`src/rtl/pipe_hazard_ctrl.sv`:
```
// Hazard and sequencing control for the IF/ID and ID/EXE registers.
// Handles load-use stalls, taken branches, CSR drain/issue and trap entry, and counts bubbles.
module pipe_hazard_ctrl #(
  parameter int DRAIN_CYCLES = 3,
  parameter int CNT_W        = 32
) (
  input  logic             clk,
  input  logic             reset,
  input  logic             im_stall,
  input  logic             dm_stall,
  input  logic [4:0]       ID_rs1_addr,
  input  logic [4:0]       ID_rs2_addr,
  input  logic             ID_use_rs1,
  input  logic             ID_use_rs2,
  input  logic             ID_csr_op,
  input  logic             EXE_MemRead,
  input  logic [4:0]       EXE_write_addr,
  input  logic             EXE_branch_taken,
  input  logic             trap_req,
  output logic             pc_write,
  output logic             ifid_write,
  output logic             ifid_flush,
  output logic             Control_flush,
  output logic             CSR_stall,
  output logic             CSR_reset,
  output logic             pc_sel_trap,
  output logic [CNT_W-1:0] bubble_cnt
);
  localparam int DW = (DRAIN_CYCLES > 1) ? $clog2(DRAIN_CYCLES) : 1;

  typedef enum logic [1:0] {RUN, DRAIN, ISSUE, TRAP} state_t;

  state_t           r_state, w_nxt_state;
  logic [DW-1:0]    r_drain_cnt, w_nxt_drain;
  logic [CNT_W-1:0] r_bubble_cnt;
  logic             w_freeze, w_load_use, w_bubble;

  assign w_freeze   = im_stall | dm_stall;
  assign w_load_use = EXE_MemRead && (EXE_write_addr != 5'd0) &&
                      ((ID_use_rs1 && (ID_rs1_addr == EXE_write_addr)) ||
                       (ID_use_rs2 && (ID_rs2_addr == EXE_write_addr)));

  always_comb begin
    w_nxt_state   = r_state;
    w_nxt_drain   = r_drain_cnt;
    pc_write      = 1'b0;
    ifid_write    = 1'b0;
    ifid_flush    = 1'b0;
    Control_flush = 1'b0;
    CSR_stall     = 1'b0;
    CSR_reset     = 1'b0;
    pc_sel_trap   = 1'b0;
    if (!reset) begin
      // Outputs follow reset immediately, independent of the other inputs.
      pc_write   = 1'b1;
      ifid_write = 1'b1;
    end else if (w_freeze) begin
      CSR_stall = (r_state == DRAIN);
    end else begin
      unique case (r_state)
        RUN, DRAIN, ISSUE: begin
          if (trap_req) begin
            w_nxt_state = TRAP;
            w_nxt_drain = '0;
            pc_write    = 1'b1;
            pc_sel_trap = 1'b1;
            ifid_flush  = 1'b1;
            CSR_reset   = 1'b1;
          end else if (r_state == DRAIN) begin
            CSR_stall = 1'b1;
            if (r_drain_cnt == DW'(DRAIN_CYCLES - 1)) begin
              w_nxt_state = ISSUE;
              w_nxt_drain = '0;
            end else begin
              w_nxt_drain = r_drain_cnt + 1'b1;
            end
          end else if (r_state == ISSUE) begin
            // The CSR op still sits in ID; let it go instead of re-draining.
            w_nxt_state = RUN;
            pc_write    = 1'b1;
            ifid_write  = 1'b1;
          end else if (EXE_branch_taken) begin
            pc_write      = 1'b1;
            ifid_write    = 1'b1;
            ifid_flush    = 1'b1;
            Control_flush = 1'b1;
          end else if (w_load_use) begin
            Control_flush = 1'b1;
          end else if (ID_csr_op) begin
            w_nxt_state = DRAIN;
            w_nxt_drain = '0;
            CSR_stall   = 1'b1;
          end else begin
            pc_write   = 1'b1;
            ifid_write = 1'b1;
          end
        end
        TRAP: begin
          w_nxt_state   = RUN;
          pc_write      = 1'b1;
          ifid_write    = 1'b1;
          ifid_flush    = 1'b1;
          Control_flush = 1'b1;
        end
        default: w_nxt_state = RUN;
      endcase
    end
  end

  assign w_bubble   = reset && !w_freeze && (Control_flush || CSR_stall || CSR_reset);
  assign bubble_cnt = r_bubble_cnt;

  always_ff @(posedge clk or negedge reset) begin
    if (!reset) begin
      r_state      <= RUN;
      r_drain_cnt  <= '0;
      r_bubble_cnt <= '0;
    end else begin
      r_state     <= w_nxt_state;
      r_drain_cnt <= w_nxt_drain;
      if (w_bubble) r_bubble_cnt <= r_bubble_cnt + CNT_W'(1);
    end
  end
endmodule

```
`config.mk`:
```
export PLATFORM = sky130hd
export DESIGN_NAME = pipe_hazard_ctrl
export DESIGN_NICKNAME = d
export VERILOG_FILES = /design/src/rtl/pipe_hazard_ctrl.sv
export SDC_FILE = /design/constraint.sdc
export NUM_CORES = 1
export LEC_CHECK = 0
export ABC_AREA = 1
export BUFFER_PORTS_ARGS = -buffer_cell sky130_fd_sc_hd__buf_2
export CORE_MARGIN = 2
export CORE_UTILIZATION = 49
export CTS_BUF_LIST = sky130_fd_sc_hd__clkbuf_4
export DETAILED_ROUTE_END_ITERATION = 8
export GPL_TIMING_DRIVEN = 0
export PLACE_DENSITY = 0.73
export SYNTH_ARGS = -nofsm -noshare
export SYNTH_HDL_FRONTEND = slang
export SYNTH_SLANG_ARGS = --single-unit
```
`constraint.sdc`:
```
create_clock -name clk -period 5.5 [get_ports clk]
set_input_delay 0.825 -clock clk [delete_from_list [all_inputs] [get_ports clk]]
set_output_delay 0.825 -clock clk [all_outputs]
set_load 0.1 [all_outputs]
```
==> After elaboration in Yosys (flattened, before gate mapping) <==
Cells that the tools add are included.
{ "classes": {"reduce_logical": 16, "bitwise": 2, "n_addsub": 2, "n_mux": 56, "eq_ne": 13} }
{ "op_table": {"columns": ["op", "count"], "rows": [
  ["$mux 1", 37],
  ["$add 32x1->32 const B", 1],
  ["$mux 2", 14],
  ["$ne 5x5->1 const B", 3],
  ["$eq 5x5->1", 2],
  ["$pmux 1 s2", 4],
  ["$reduce_and 7->1", 1],
  ["$eq 2x2->1 const B", 3],
  ["$logic_and 1x1->1", 6],
  ["$reduce_and 6->1", 1],
  ["$reduce_bool 5->1", 1],
  ["$ne 4x4->1 const B", 1],
  ["$pmux 2 s2", 1],
  ["$logic_or 1x1->1", 3],
  ["$ne 3x1->1 const B", 1],
  ["$ne 3x2->1 const B", 1],
  ["$ne 3x3->1 const B", 1],
  ["$reduce_bool 3->1", 1],
  ["$reduce_or 3->1", 1],
  ["$add 2x1->2 const B", 1],
  ["$eq 2x1->1 const B", 1],
  ["$logic_not 2->1", 1],
  ["$logic_not 1->1", 1],
  ["$not 1->1", 1],
  ["$or 1x1->1", 1]
]} }
{ "word_totals": {"inputBits": 25, "out_inout_bits": 39, "reg_bits": 36} }

==> Depth between registers and ports, before layout <==
{ "logic_depth": {"ltp_word": 15, "depth_mapped": 17} }

==> Worst setup path before layout <==
Ideal clock, no wire load.
{ "synth_timing": {"kind": "in2out", "from": "in dm_stall", "to": "out pc_sel_trap", "setup_slack_ns": 0.854, "arrival_ns": 3.821, "n_path_buf": 1, "cell_stages": 4, "cell_sequence": "nor2_4 -> nand2_2 -> nor3_1 -> buf_4"} }
{ "synth_between": {"elab_chain_len": 3} }
{ "synth_rtl": {"columns": ["item", "line_no", "text"], "rows": [
  ["start: declaration", "10", "input logic dm_stall,"],
  ["$or 1x1->1", "38", "assign w_freeze = im_stall | dm_stall;"],
  ["$mux 1 (2 in series)", null, null],
  ["end: declaration", "26", "output logic pc_sel_trap,"]
]} }
No other way between the ends.

==> Final worst setup path <==
{ "layout_timing": {"from": "in reset", "to": "out pc_sel_trap"} }
{ "layout_between": {"elab_chain_len": 1} }
{ "layout_rtl": {"columns": ["item", "line_no", "text"], "rows": [
  ["start: declaration", "8", "input logic reset,"],
  ["$mux 1", "53", "if (!reset) begin"]
]} }
No other way between the ends.

==> metrics.txt <==
CP top delay family=buffers and inverters; Cell Int Power=0.430 mW; Inserted Diodes=0; GRT Resource Usage Total=approximately a quarter; Final min period=approximately 3.7 ns; largest net degree at the start of global routing=41; total CTS buffers=5; Port Buffers=between 60 and 70; worst slew pin tran=0.906 ns; sequential element share of the synthesized area=31.9%; Filler cells=about 570; multiplexer share of the synthesized area=0%; share of cells above drive strength 1=a little under a quarter; Initial Util=about half; H-tree depth=2; first-pass GRT wire length=between 10 and 15 mm; Slew Limit Fails=0; main area contributors after synthesis=dfrtp_1, nand2_1, nand3_2, inv_1, xor2_1; Worst setup EP type=primary output; chip height=around 80 um; Synth Register Bits=36; DR vias=around 2800; PnR worst setup slack=approximately 1.8 ns; CP bufs+invs=3; row cnt=27; Reg power frac=~39%; post-synthesis compound-gate area fraction=between 3 and 4%; simple-gate portion of the synthesized area=a little under half; Hold Fails Final Rpt=0; initial antenna violation count=0; most frequent cells in the layout=nand2_1, buf_2, inv_1; post-detail-place hpwl=5.53 mm; status=complete, no violations; fraction of the cycle the final worst path needs=about two thirds; gpl congestion=between 0.8 and 0.9; Vias/cell=roughly 5; most used cell, CP=buf_2; clock-pin slew on the worst setup and hold paths=about 0.12 ns; Final Power=around 0.8 mW; cts repair resizes=0; drt drc=0; Max Fclk=roughly 270 MHz; Slew headroom=39.6%; die width=roughly 80 um; vias in the first global route=2629; area of the core=roughly 5500 um^2; instance count on the critical path=5; antenna viol nets, final=0; Clock Skew=between 0.01 and 0.015 ns; CP peak stage delay=0.68 ns; Critical Path, Cell by Cell=buf_2, nand2_2, nor3_1, buf_4, buf_2; drt pass-1 iters=4; switching power=roughly 0.37 mW; Remaining Overflow, GRT=0; Hold Crit Class=flop to flop; clock tree buffer depth=2; CP Data Arrival Time=roughly 2.8 ns; worst vdd ir=0.147 mV; commonest non-fill, non-tap cell in the layout=nand2_1; Fin Setup TNS=0 ns; Pleak=1.80 nW; dpl ws=1.76 ns; synthesized net count=between 400 and 500; Final #Nets=just over 500; Distinct cells, synth=30; largest area contributor in the netlist=dfrtp_1; Wirelength per Cell=approximately 13 um; Hold-fix buffers, CTS=0; clk_lat worst skew=between 0.3 and 0.4 ns; Layout area overhead=16.2%; Gate power share=between 40% and 50%; Setup CP Type=input port to primary output; WHS Path Cells=2; clock share of power=17.7%; final setup fails=0; Iter 0 DRT Violations=173; P per Cell Area=roughly 250 nW/um^2; syn_area_per_cell=around 6.8 um^2; die area=6380 um^2; post-CTS setup buffer count=0; main combinational cell family by area after synthesis=simple AND/OR/NAND/NOR gates; R2R depth=12; CTS tree=built; Synth top area share=a little under a third; I/O pin count=64; xor/xnor share of the synthesized area=under 10%; Max FO, Critical Path=40; sw frac=between 40 and 50%; drt total wl=7.16 mm; root buffer cell=clkbuf_4; Crit-path slowest cell=buf_2; warnings from Yosys=0; RSZ-0062 raised after global routing=no; startpoint types=input port; Gate Count Post-Synth=roughly 410; CP required=~4.7 ns; clk sinks=36; adder-cell area share of the yosys netlist=approximately 1.8%; Syn Std Cell Area=approximately 2800 um^2; max cap viols=0
==> state kept, by name, indices dropped and copies added, names as in the netlist <==
name,cells
bubble_cnt,32
r_drain_cnt,2
r_state,2
==> cells by family after synthesis <==
family	Yosys count
AND/OR/NAND/NOR	276
adder cells (fa/ha/maj)	4
buffers and inverters	56
flip-flops	36
XOR/XNOR	24
AO/OA/AOI/OAI	17
==> power groups by stage <==
| stage | clock network, mW | registers (mW) | logic, mW |
|---|---|---|---|
| detailed placement | 0 | 0.317 | 0.350 |
| CTS | 0.147 | 0.312 | 0.351 |
| global placement | 0 | 0.316 | 0.344 |
| finish | 0.142 | 0.312 | 0.350 |
| floorplan | 0 | 0.377 | 0.213 |
| global route | 0.156 | 0.317 | 0.381 |
==> worst min-delay path, cell delays in order, from the launching register on <==
cell and delay (ns):
dfrtp_1 0.39, nand2_1 0.06, o31ai_1 0.06
==> layer usage <==
metal / global-route usage [%] / routed length, um / up-vias
met2: 39.3 / 3360 / 69
met1: 34.1 / 3380 / 1308
met3: 3.39 / 343 / 9
met4: 5.08 / 80 / 0
li1: - / - / 1448
met5: 0 / 0 / -
==> cells in the mapped netlist (all sizes together) <==
| library cell | instances |
|---|---|
| ha | 4 |
| xor2 | 17 |
| o21a | 2 |
| nor4b | 1 |
| nor4 | 5 |
| xnor2 | 7 |
| o21ai | 8 |
| o31ai | 2 |
| a21oi | 5 |
| nor3 | 17 |
| nand3 | 48 |
| inv | 46 |
| dfrtp | 36 |
| nor2 | 39 |
| buf | 10 |
| nand2 | 160 |
| nand4 | 6 |
==> worst paths after layout <==
| check | from | end | slack (ns) |
|---|---|---|---|
| min reg2reg | r_drain_cnt[1] | r_drain_cnt[1] | 0.53 |
| min | r_drain_cnt[1] | r_drain_cnt[1] | 0.53 |
| min in group asynchronous | reset | r_state[1] | 0.58 |
| max reg2reg | bubble_cnt[0] | bubble_cnt[30] | 3.30 |
| max in group asynchronous | reset | bubble_cnt[8] | 4.34 |
| max | reset | pc_sel_trap | 1.83 |
==> cell type report <==
class                      count  area (um^2)  share of cell area (%)
clock buffer                   5         37.5                    1.14
sequential                    36          901                    27.5
clock inverter                 3         13.8                   0.420
tap                           72         90.1                    2.75
inverter                      46          173                    5.27
multi-input combinational    321         1660                    50.5
timing repair buffer          63          315                    9.61
buffer                        10         93.8                    2.86
==> stage by stage <==
| stage | std cells | hold WS [ns] | area (um^2) | util [%] |
|---|---|---|---|---|
| finish | 556 | 0.529 | 3280 | 59.2 |
| global route | 556 | 0.571 | 3280 | 59.2 |
| CTS | 556 | 0.531 | 3280 | 59.2 |
| detailed placement | 548 | 0.502 | 3230 | 58.3 |
| global placement | 548 | 0.498 | 3230 | 58.3 |
| floorplan | 413 | 0.475 | 2820 | - |
No activity file was read; power rests on OpenSTA's default activity.
